**config.mk**
```make
export PLATFORM = sky130hd
export DESIGN_NAME = ldpc_r2c_scheduler
export DESIGN_NICKNAME = d
export VERILOG_FILES = /design/src/rtl/ldpc_r2c_scheduler.sv
export SDC_FILE = /design/constraint.sdc
export NUM_CORES = 1
export LEC_CHECK = 0
export CAP_MARGIN = 30
export CELL_PAD_IN_SITES_DETAIL_PLACEMENT = 1
export CELL_PAD_IN_SITES_GLOBAL_PLACEMENT = 1
export CORE_MARGIN = 2
export CORE_UTILIZATION = 39
export CTS_CLUSTER_DIAMETER = 30
export CTS_CLUSTER_SIZE = 40
export DETAILED_ROUTE_END_ITERATION = 8
export PLACE_DENSITY_LB_ADDON = 0.1
export RECOVER_POWER = 25
export SLEW_MARGIN = 20
export SYNTH_ARGS = -nofsm -noshare
export SYNTH_HDL_FRONTEND = slang
export SYNTH_SLANG_ARGS = --single-unit
```
**constraint.sdc**
```tcl
create_clock -name i_clock -period 2.3 [get_ports i_clock]
set_input_delay 0.46 -clock i_clock [delete_from_list [all_inputs] [get_ports i_clock]]
set_output_delay 0.46 -clock i_clock [all_outputs]
set_load 0.01 [all_outputs]
```
**src/rtl/ldpc_r2c_scheduler.sv**
```systemverilog
// Sequencing controller for the LDPC row/column exchange datapath: row phase, pipeline
// drain, column phase and parity check per iteration, until convergence or the iteration limit.
module ldpc_r2c_scheduler #(
    parameter int NUM_ROWS = 7,
    parameter int NUM_COLS = 6,
    parameter int PIPE_LAT = 2,
    parameter int ITER_W   = 4
) (
    input  logic                        i_clock,
    input  logic                        i_reset,
    input  logic                        i_start,
    input  logic [ITER_W-1:0]           i_max_iter,
    input  logic                        i_ready,
    input  logic                        i_parity_valid,
    input  logic                        i_parity_ok,
    input  logic                        i_abort,
    output logic                        o_row_valid,
    output logic [$clog2(NUM_ROWS)-1:0] o_row_idx,
    output logic                        o_col_valid,
    output logic [$clog2(NUM_COLS)-1:0] o_col_idx,
    output logic [ITER_W-1:0]           o_iter,
    output logic                        o_busy,
    output logic                        o_done,
    output logic                        o_converged
);

    localparam int ROW_W = $clog2(NUM_ROWS);
    localparam int COL_W = $clog2(NUM_COLS);
    localparam int DRN_W = (PIPE_LAT > 1) ? $clog2(PIPE_LAT) : 1;

    localparam logic [ROW_W-1:0]  ROW_ZERO = ROW_W'(0);
    localparam logic [ROW_W-1:0]  ROW_ONE  = ROW_W'(1);
    localparam logic [ROW_W-1:0]  ROW_LAST = ROW_W'(NUM_ROWS - 1);
    localparam logic [COL_W-1:0]  COL_ZERO = COL_W'(0);
    localparam logic [COL_W-1:0]  COL_ONE  = COL_W'(1);
    localparam logic [COL_W-1:0]  COL_LAST = COL_W'(NUM_COLS - 1);
    localparam logic [DRN_W-1:0]  DRN_ZERO = DRN_W'(0);
    localparam logic [DRN_W-1:0]  DRN_ONE  = DRN_W'(1);
    localparam logic [DRN_W-1:0]  DRN_LAST = DRN_W'(PIPE_LAT - 1);
    localparam logic [ITER_W-1:0] ITER_ZERO = ITER_W'(0);
    localparam logic [ITER_W-1:0] ITER_ONE  = ITER_W'(1);

    typedef enum logic [2:0] {
        ST_IDLE  = 3'd0,
        ST_ROW   = 3'd1,
        ST_DRAIN = 3'd2,
        ST_COL   = 3'd3,
        ST_CHECK = 3'd4,
        ST_DONE  = 3'd5
    } state_t;

    state_t            state_r, state_s;
    logic [ROW_W-1:0]  row_r, row_s;
    logic [COL_W-1:0]  col_r, col_s;
    logic [DRN_W-1:0]  drain_r, drain_s;
    logic [ITER_W-1:0] iter_r, iter_s;
    logic [ITER_W-1:0] limit_r, limit_s;
    logic              converged_r, converged_s;
    logic              row_valid_r;
    logic              col_valid_r;
    logic              busy_r;
    logic              done_r;

    // Next-state, counter and result decode; abort overrides every other transition
    always_comb begin
        state_s     = state_r;
        row_s       = row_r;
        col_s       = col_r;
        drain_s     = drain_r;
        iter_s      = iter_r;
        limit_s     = limit_r;
        converged_s = converged_r;
        if ((state_r != ST_IDLE) && i_abort) begin
            state_s     = ST_IDLE;
            row_s       = ROW_ZERO;
            col_s       = COL_ZERO;
            drain_s     = DRN_ZERO;
            converged_s = 1'b0;
        end else begin
            case (state_r)
                ST_IDLE: begin
                    if (i_start) begin
                        // A zero limit still runs one full iteration
                        limit_s     = (i_max_iter == ITER_ZERO) ? ITER_ONE : i_max_iter;
                        iter_s      = ITER_ZERO;
                        row_s       = ROW_ZERO;
                        converged_s = 1'b0;
                        state_s     = ST_ROW;
                    end else begin
                        state_s = ST_IDLE;
                    end
                end
                ST_ROW: begin
                    if (i_ready) begin
                        if (row_r == ROW_LAST) begin
                            row_s   = ROW_ZERO;
                            drain_s = DRN_ZERO;
                            state_s = ST_DRAIN;
                        end else begin
                            row_s = row_r + ROW_ONE;
                        end
                    end else begin
                        row_s = row_r;
                    end
                end
                ST_DRAIN: begin
                    if (drain_r == DRN_LAST) begin
                        drain_s = DRN_ZERO;
                        col_s   = COL_ZERO;
                        state_s = ST_COL;
                    end else begin
                        drain_s = drain_r + DRN_ONE;
                    end
                end
                ST_COL: begin
                    if (i_ready) begin
                        if (col_r == COL_LAST) begin
                            col_s   = COL_ZERO;
                            state_s = ST_CHECK;
                        end else begin
                            col_s = col_r + COL_ONE;
                        end
                    end else begin
                        col_s = col_r;
                    end
                end
                ST_CHECK: begin
                    if (i_parity_valid) begin
                        if (i_parity_ok) begin
                            converged_s = 1'b1;
                            state_s     = ST_DONE;
                        end else if (iter_r == (limit_r - ITER_ONE)) begin
                            converged_s = 1'b0;
                            state_s     = ST_DONE;
                        end else begin
                            iter_s  = iter_r + ITER_ONE;
                            row_s   = ROW_ZERO;
                            state_s = ST_ROW;
                        end
                    end else begin
                        state_s = ST_CHECK;
                    end
                end
                ST_DONE: begin
                    state_s = ST_IDLE;
                end
                default: begin
                    state_s = ST_IDLE;
                end
            endcase
        end
    end

    // State and counter registers
    always_ff @(posedge i_clock or posedge i_reset) begin
        if (i_reset) begin
            state_r     <= ST_IDLE;
            row_r       <= ROW_ZERO;
            col_r       <= COL_ZERO;
            drain_r     <= DRN_ZERO;
            iter_r      <= ITER_ZERO;
            limit_r     <= ITER_ZERO;
            converged_r <= 1'b0;
        end else begin
            state_r     <= state_s;
            row_r       <= row_s;
            col_r       <= col_s;
            drain_r     <= drain_s;
            iter_r      <= iter_s;
            limit_r     <= limit_s;
            converged_r <= converged_s;
        end
    end

    // Status flags registered from the next state so they line up with the counters
    always_ff @(posedge i_clock or posedge i_reset) begin
        if (i_reset) begin
            row_valid_r <= 1'b0;
            col_valid_r <= 1'b0;
            busy_r      <= 1'b0;
            done_r      <= 1'b0;
        end else begin
            row_valid_r <= (state_s == ST_ROW);
            col_valid_r <= (state_s == ST_COL);
            busy_r      <= (state_s != ST_IDLE);
            done_r      <= (state_s == ST_DONE);
        end
    end

    assign o_row_valid = row_valid_r;
    assign o_row_idx   = row_r;
    assign o_col_valid = col_valid_r;
    assign o_col_idx   = col_r;
    assign o_iter      = iter_r;
    assign o_busy      = busy_r;
    assign o_done      = done_r;
    assign o_converged = converged_r;

endmodule

```
# [Yosys cells after proc, flatten, opt, wreduce, memory -nomap -nowiden]
# Index checks and enable logic that the tools add are counted.
[totals] register_bits=23 memories=0 output_inout_bits=15 ram_bits=0 latch_bits=0 mem_bits_ro=0
[classes] div=0 mul=0 shift=0 eq_ne=23 muxes=41 magnitude_cmp=0 n_reduce_logical=16 bitwise=1 n_addsub=5
[ops] operator="$mux 3" count=20
[ops] operator="$ne 3x3->1 const B" count=8
[ops] operator="$mux 4" count=5
[ops] operator="$pmux 3 s5" count=1
[ops] operator="$reduce_bool 3->1" count=5
[ops] operator="$eq 3x3->1 const B" count=4
[ops] operator="$reduce_and 6->1" count=2
[ops] operator="$mux 1" count=10
[ops] operator="$eq 3x2->1 const B" count=3
[ops] operator="$pmux 3 s3" count=1
[ops] operator="$reduce_and 3->1" count=3
[ops] operator="$ne 2x2->1 const B" count=4
[ops] operator="$pmux 4 s2" count=1
[ops] operator="$add 3x1->3 const B" count=2
[ops] operator="$eq 3x1->1 const B" count=2
[ops] operator="$pmux 3 s2" count=1
[ops] operator="$add 4x1->4 const B" count=1
[ops] operator="$eq 4x4->1" count=1
[ops] operator="$logic_not 4->1" count=1
[ops] operator="$ne 4x4->1 const B" count=1
[ops] operator="$pmux 1 s2" count=2
[ops] operator="$reduce_and 4->1" count=1
[ops] operator="$reduce_bool 4->1" count=1
[ops] operator="$sub 4x1->4 const B" count=1
[ops] operator="5 further kinds" count=5

# [Logic depth before layout (Yosys ltp)]
[depth] word_depth=8 depth_mapped=7

# [Worst setup path before layout]
# OpenSTA, ideal clock, no wires.
[synth_timing] kind="reg2reg" start="register state_r[0]" end="register row_r[0], in the netlist o_row_idx[0]" required_ns=2.172 setup_slack_ns=0.495 synth_period_minus_slack_ns=1.805 t_arrival_ns=1.677 stages_incl_launch_ff=8 path_buffers=2 path_cell_list="dfrtp_1 buf_6 or2_1 buf_6 or3_4 o31ai_4 a21o_1 mux2_1"
[synth_between] elab_chain_cells=4
[synth_lines] item="from (decl)" line_no="52" text="state_t state_r, state_s;"
[synth_lines] item="from (signal assigned)" line_no="165" text="state_r <= state_s;"
[synth_lines] item="$reduce_bool 3->1" line_no="73" text="if ((state_r != ST_IDLE) && i_abort) begin"
[synth_lines] item="$logic_and 1x1->1" line_no="73"
[synth_lines] item="$ne 3x3->1 (no line) / $reduce_bool 4->1 (equally long branches)"
[synth_lines] item="$reduce_and 6->1 (no line)"
[synth_lines] item="to (signal assigned)" line_no="166" text="row_r <= row_s;"
[synth_lines] item="to (decl)" line_no="53" text="logic [ROW_W-1:0] row_r, row_s;"
# Several ways; a longest one is shown, not always the timed one.
# A chain may end at the register's enable or synchronous reset.

# [Worst setup path after layout]
[layout_timing] start="register limit_r[0]" end="register row_r[0], in the netlist o_row_idx[0]"
[layout_between] elab_chain_cells=4
[layout_lines] item="from (decl)" line_no="57" text="logic [ITER_W-1:0] limit_r, limit_s;"
[layout_lines] item="from (signal assigned)" line_no="170" text="limit_r <= limit_s;"
[layout_lines] item="$sub 4x1->4" line_no="132" text="end else if (iter_r == (limit_r - ITER_ONE)) begin"
[layout_lines] item="$eq 4x4->1" line_no="132"
[layout_lines] item="$ne 3x3->1 (no line)"
[layout_lines] item="$reduce_and 6->1 (no line)"
# Every way passes these cells.

==> results by group <==
Run status
  – Status: finished clean

Power
  – PD cells: between 800 and 900 nW/µm²
  – Pwr Total: 1.51 mW
  – Worst IR Drop VDD: about 380 µV
  – Pleak: about 0.73 nW

CTS
  – Sink Count: 23
  – Post-CTS sizing: 0
  – Post-CTS repair timing setup buffer count: 0
  – Clock root buffer: clkbuf_4
  – Worst skew pair latency: around 0.32 ns
  – CTS tree: done
  – Clock buffer depth: 2
  – Hold_buf cts: 0
  – Clock-pin slew on the worst setup and hold paths: 0.14 ns
  – CTS buffer count: 3
  – H-Tree Level Count: 1

Finish
  – Ant diodes: 0
  – Fill count: 421
  – Multi-input gate area: between 700 and 800 µm²
  – Fin util: 0.506
  – Share of cells above drive strength 1: 0.113
  – Post-Layout Cell Count: 214
  – Final design instance area without fill: about 1700 µm²
  – Sequential cell area: 576 µm²
  – Area grow syn2layout: 23.7%
  – Layout Nets: approximately 180

Yosys
  – Main synth FF type: dfrtp_1
  – Top-count cell post-synth: dfrtp_1
  – Post-synth top area share: 0.419
  – Syn nets: roughly 150
  – Top post-synthesis cells by count: dfrtp_1, nor2_1, nand2_1
  – Simple-Gate Fraction of Synth Area: 0.197
  – Largest family of logic cells by synthesized area: compound AO/OA/AOI/OAI gates
  – Area leader, netlist: dfrtp_1
  – Async SR Flop Fraction: 1.00
  – Syn Inst Count: 140
  – Synth Area per Inst: a little under 10 µm²
  – Synth Cell Area: ~1400 µm²
  – Post-synth EDFFs: 0
  – Netlist cell types: just under 50
  – Synth Register Bits: 23
  – Post-synthesis compound-gate area fraction: 0.209
  – Synth top area cells: dfrtp_1, o21ai_0, nor2_1
  – Xor/xnor cell area share of the yosys netlist: 0.0482
  – Post-synthesis mux area share: 0.0628
  – Adder-cell share of the synthesized area: 0.0182
  – Synth Warn #: 0
  – Register area share after synthesis: 0.419

Critical path
  – Endpoint type of the worst setup path: register
  – R2r endpoint: o_row_idx[0]
  – Worst EP required: around 2.5 ns
  – CP Data Arrival Time: 2.27 ns
  – Cells along the critical path: inv_1, ha_1, xor2_1, nand3_1, nor2_1, a21o_1, mux2_1
  – Critical path capture point: o_row_idx[0]
  – CP Launch Point: limit_r[0]
  – R2r startpoint: limit_r[0]
  – CP max stage cell: dfrtp_1
  – CP startpoint kind: register
  – Reg2reg setup slack: about 0.23 ns
  – Reg2reg path depth: 7
  – CP peak stage delay: between 0.4 and 0.5 ns
  – Crit-path max FO: 5
  – Kind of critical path: register to register

Timing
  – Slew Viols, Final: 0
  – Clk_skew: ~0.013 ns
  – Final worst path period share: 0.898
  – Post-route worst setup slack: around 0.23 ns
  – Fmax: ~480 MHz
  – Worst rel slew slack: 0.201
  – Worst hold margin: around 0.55 ns
  – Final Hold Fails: 0
  – Slew @ Worst Pin: about 1.2 ns
  – Setup Viol. Count Final: 0
  – RSZ-0062 raised after global routing: no
  – Tmin final: between 2 and 2.5 ns
  – Sum of negative setup slack: 0 ns

Floorplan
  – Starting density of the core: 0.409
  – CORE AREA: between 3000 and 4000 µm²
  – Boundary pin count: 26
  – Die width: ~63 µm
  – # rows: 21
  – DIE AREA: between 4000 and 5000 µm²
  – Die height: between 60 and 70 µm

GRT
  – GRT Total Usage: 0.180
  – Largest net degree at the start of global routing: 24
  – GRT overflow: 0
  – Vias in the first global route: approximately 1200
  – First-pass GRT wire length: about 5800 µm
  – Initial antenna violation count: 0

Detailed routing
  – Initial drt markers: 36
  – Vias per cell: 5.43
  – Routed WL per cell: ~15 µm
  – ANT nets after route: 0
  – First-pass DRT Iterations: 4
  – Via count: 1162
  – Drt total wl: between 3000 and 4000 µm
  – # DRC: 0

Place
  – Placed inst area: roughly 1700 µm²
  – GPL Wtd Cong: around 0.74
  – Pre-CTS setup slack: just under 0.05 ns
  – PortBufs: 25
  – Placed cell count: 210
  – Post-DP HPWL: between 2000 and 3000 µm

Min path
  – Worst Hold Class: register to register

Job
  – Max_cap viols: 0
[layout make-up]
type / count / area share
Inverter: 7 / 0.0155
Tap cell: 46 / 0.0338
Timing Repair Buffer: 29 / 0.163
Clock inverter: 1 / 0.00294
Multi-Input combinational cell: 105 / 0.433
Clock buffer: 3 / 0.0132
Sequential cell: 23 / 0.338
[critical path: cells and delay by family, from the launching register on]
family | cells | cell delay, ns
AOI/OAI and AO/OA | 1 | 0.22
buffers and inverters | 1 | 0.08
DFF | 1 | 0.43
adders and majority gates | 1 | 0.30
and+or+nand+nor | 2 | 0.46
muxes | 1 | 0.32
xor gates and xnor gates | 1 | 0.14
[state kept, by name, indices dropped and copies added (netlist names), 3 cells and up]
| name | count |
|---|---|
| o_iter | 4 |
| o_col_idx | 3 |
| o_row_idx | 3 |
| limit_r | 4 |
| state_r | 3 |
[cells by family (layout without fill, tap and decap cells)]
| group | Yosys count | count (layout) |
|---|---|---|
| AND/OR/NAND/NOR | 51 | 51 |
| multiplexers | 8 | 8 |
| flip-flops | 23 | 23 |
| buffers and inverters | 12 | 40 |
| AO/OA/AOI/OAI | 38 | 38 |
| XOR/XNOR | 6 | 6 |
| adder cells (fa/ha/maj) | 2 | 2 |
[worst min-delay path by stage]
stage,from,end,slack (ns),cells past startpoint
after floorplan,i_reset,drain_r,0.46,1
after global placement,o_col_idx[1],o_col_idx[1],0.53,1
after detailed placement,o_col_idx[1],o_col_idx[1],0.53,1
after CTS,i_reset,limit_r[2],0.47,3
after global routing,o_col_idx[1],o_col_idx[1],0.60,1
final,o_col_idx[1],o_col_idx[1],0.55,1
[layer usage]
| metal | up-vias | share of wire | track usage |
|---|---|---|---|
| li1 | 562 | - | - |
| met1 | 577 | 0.47 | 0.249 |
| met2 | 19 | 0.49 | 0.291 |
| met3 | 4 | 0.027 | 0.0179 |
| met4 | 0 | 0.014 | 0.0679 |
| met5 | - | 0 | 0 |
[cell usage in the layout, fill, tap and decap left out, types with 2 or more instances in the layout]
cell type        synthesis  routed
a211o_1                  3       3
a21o_1                   2       2
a21oi_1                  3       3
and4b_1                  2       2
buf_4                    0       3
clkbuf_4                 0       3
clkdlybuf4s50_1          0      24
dfrtp_1                 23      23
ha_1                     2       2
inv_1                    7       7
mux2_2                   4       4
mux2i_1                  3       3
nand2_1                 11      11
nand2b_1                 5       5
nand3_1                  2       2
nor2_1                  13      13
nor2b_1                  3       3
nor3_1                   3       3
nor3b_1                  2       2
o21ai_0                 10      10
o22ai_1                  3       3
o41ai_1                  2       2
or3_1                    3       3
xnor2_1                  2       2
xor2_1                   3       3
[report_power, final]
part           internal [mW]  total, mW  switching, mW
Clock                 0.0650      0.194          0.129
Combinational          0.354      0.704          0.350
Sequential             0.498      0.613          0.114
Power figures use the tool's default switching activity.
==> edit, RTL diff (same flow settings) <==
Re-encode `state_t` (6 states) as one-hot, 6 bits wide.
--- a/src/rtl/ldpc_r2c_scheduler.sv
+++ b/src/rtl/ldpc_r2c_scheduler.sv
@@ -40,13 +40,13 @@
     localparam logic [ITER_W-1:0] ITER_ZERO = ITER_W'(0);
     localparam logic [ITER_W-1:0] ITER_ONE  = ITER_W'(1);
 
-    typedef enum logic [2:0] {
-        ST_IDLE  = 3'd0,
-        ST_ROW   = 3'd1,
-        ST_DRAIN = 3'd2,
-        ST_COL   = 3'd3,
-        ST_CHECK = 3'd4,
-        ST_DONE  = 3'd5
+    typedef enum logic [5:0] {
+        ST_IDLE  = 6'b000001,
+        ST_ROW   = 6'b000010,
+        ST_DRAIN = 6'b000100,
+        ST_COL   = 6'b001000,
+        ST_CHECK = 6'b010000,
+        ST_DONE  = 6'b100000
     } state_t;
 
     state_t            state_r, state_s;
Formal check against the unedited RTL: no difference found for any inputs over 10 cycles, from zero or initial values and one cycle with i_reset high; not proved beyond that.
==> edit against the unedited design <==
  * Routed wire length up 15%
  * Via count up 13%
  * Sequential cell count up 3
  * Global-route usage rose by 1.8 points
  * Largest power group is now sequential cells
  * Synthesized area increased by 8.0%
  * Setup slack got worse by 0.036 ns
  * Largest cell class unchanged
  * Cell area increased by 11%
  * Power up 2.4%
==> edit: results (changes against the unedited design) <==
- Result of the run: finished clean (unchanged)
- Post-Syn Nets: 171 (was 153)
- Final weighted congestion in routability-driven placement: 0.787 (was 0.745)
- Relative max-transition margin: 3.51% (was 20.1%)
- Met3 routed WL: 103 µm (was 88 µm)
- Placed wire-length estimate after detailed placement: 2850 µm (was 2560 µm)
- PD cells: 821 nW/µm² (was 888 nW/µm²)
- H-Tree Level Count: 1 (unchanged)
- Routed met1 length: 1850 µm (was 1560 µm)
- Source-to-sink clock delay at the later pin of the worst-skew pair: 0.27 ns (was 0.32 ns)
- Fraction of registers with async set or reset after synthesis: 100% (unchanged)
- Largest net degree at the start of global routing: 27 (was 24)
- Clock Tree Root: clkbuf_8 (was clkbuf_4)
- Met2 global-route usage: 33.1% (was 29.1%)
- Dpl cell area: 1820 µm² (was 1680 µm²)
- Net count, final: 202 (was 182)
- Met2 wire length: 1800 µm (was 1610 µm)
- Initial antenna violation count: 0 (unchanged)
- Routed WL per cell: 16.1 µm (was 15.4 µm)
- Worst hold path type: reg2reg (unchanged)
- Clock input transition at the sequential cells of the worst setup and hold paths: 0.09 ns (was 0.14 ns)
- Count of unique library cells instantiated by Yosys: 47 (was 49)
- Initial core utilization: 40.6% (was 40.9%)
- Average vias per placed instance: 5.54 (was 5.43)
- Max clock buf depth: 2 (unchanged)
- Worst Path Arrival: 2.27 ns (about the same)
- Internal power of the cells: 0.00103 W (was 0.000917 W)
- Most flop-heavy register: state_r
- Number of DRC markers in iteration 0: 59 (was 36)
- Critical path peak fanout: 3 (was 5)
- Number of buffers inserted during clock tree synthesis: 3 (unchanged)
- Static Leakage: 0.808 nW (was 0.726 nW)
- Met3 Track Usage GR: 2.23% (was 1.79%)
- Wire length of the first global-routing pass: 6560 µm (was 5760 µm)
- Synth top area cells: dfrtp_1 42%, o21ai_0 4.4%, a21oi_1 3.7% (was dfrtp_1 42%, o21ai_0 3.6%, nor2_1 3.5%)
- Topmost layer with routed signal wires: met4 (unchanged)
- Flip-flop count of the largest register after layout: 6
- Power attributed to sequential cells: 0.000612 W (was 0.000613 W)
- Synth top cells by count: 25 x dfrtp_1, 13 x nor2_1, 13 x o21ai_0 (was 23 x dfrtp_1, 13 x nor2_1, 11 x nand2_1)
- Layout cell share with drive strength beyond 1: 11.7% (was 11.3%)
- Power share of the clock group: 25.1% (was 12.8%)
- Total routing usage reported by global routing: 19.8% (was 18.0%)
- Met1 GRT Util: 27.3% (was 24.9%)
- Number of global-route vias before repair: 1427 (was 1231)
- Share of the yosys chip area belonging to registers: 43.9% (was 41.9%)
- Number of gates resized after CTS: 0 (unchanged)
- Worst Skew: 0.00522 ns (was 0.0126 ns)
- Peak ir drop on the vdd network: 0.383 mV (was 0.379 mV)
- Drt pass-1 iters: 4 (unchanged)
## edit: cell types whose count changed in the layout (fill, tap and decap cells not counted), moves of 3 or more
cell,delta
clkbuf_8,+3
clkbuf_4,-3
o21ai_0,+3
and3_1,+4
a211o_1,-3
a21oi_1,+8
buf_4,+3
nor3_1,+3
## edit: area by class of cell
class | count | area, µm²
clock buffer | 3 | 41.3
clock inverter | 1 | 30.0
fill | 437 | 1780
inverter | 8 | 30.0
multi-input combinational | 118 | 772
sequential | 26 | 652
tap | 48 | 60.1
timing repair buffer | 32 | 299
## edit: final timing paths
check	slack, ns	from	end	cells after the start
worst min-delay path	0.55	limit_r[3]	limit_r[3]	1
max in group asynchronous	0.49	i_reset	o_row_idx[0]	3
worst min register to register	0.55	limit_r[3]	limit_r[3]	1
worst max register to register	0.20	limit_r[0]	o_row_idx[0]	7
min in group asynchronous	0.97	i_reset	o_iter[2]	3
worst max-delay path	0.20	limit_r[0]	o_row_idx[0]	7
## edit: stage by stage
step           setup slack, ns  cells  hold slack [ns]
5_1_grt                 0.0322    236            0.568
6_report                 0.198    236            0.546
2_1_floorplan            0.436    158            0.499
4_1_cts                  0.187    236            0.555
3_5_place_dp             0.104    232            0.532
3_3_place_gp             0.165    232            0.528
## edit: critical path: stages, from the launching register on
cell and delay [ns]:
dfrtp_1 0.39, inv_1 0.07, ha_1 0.31, xnor2_1 0.13, nor3_1 0.24, a21boi_0 0.19
o21ai_1 0.30, mux2_2 0.37
## edit: cells by family (layout without fill, tap and decap cells)
group | Yosys count | in the layout | synth area share [%]
mux | 6 | 6 | 4.38
simple gates | 62 | 62 | 24.1
flops | 26 | 26 | 43.9
buf+inv | 14 | 44 | 4.13
xor+xnor | 6 | 6 | 4.55
compound gates | 42 | 42 | 17.3
fa+ha+maj | 2 | 2 | 1.68
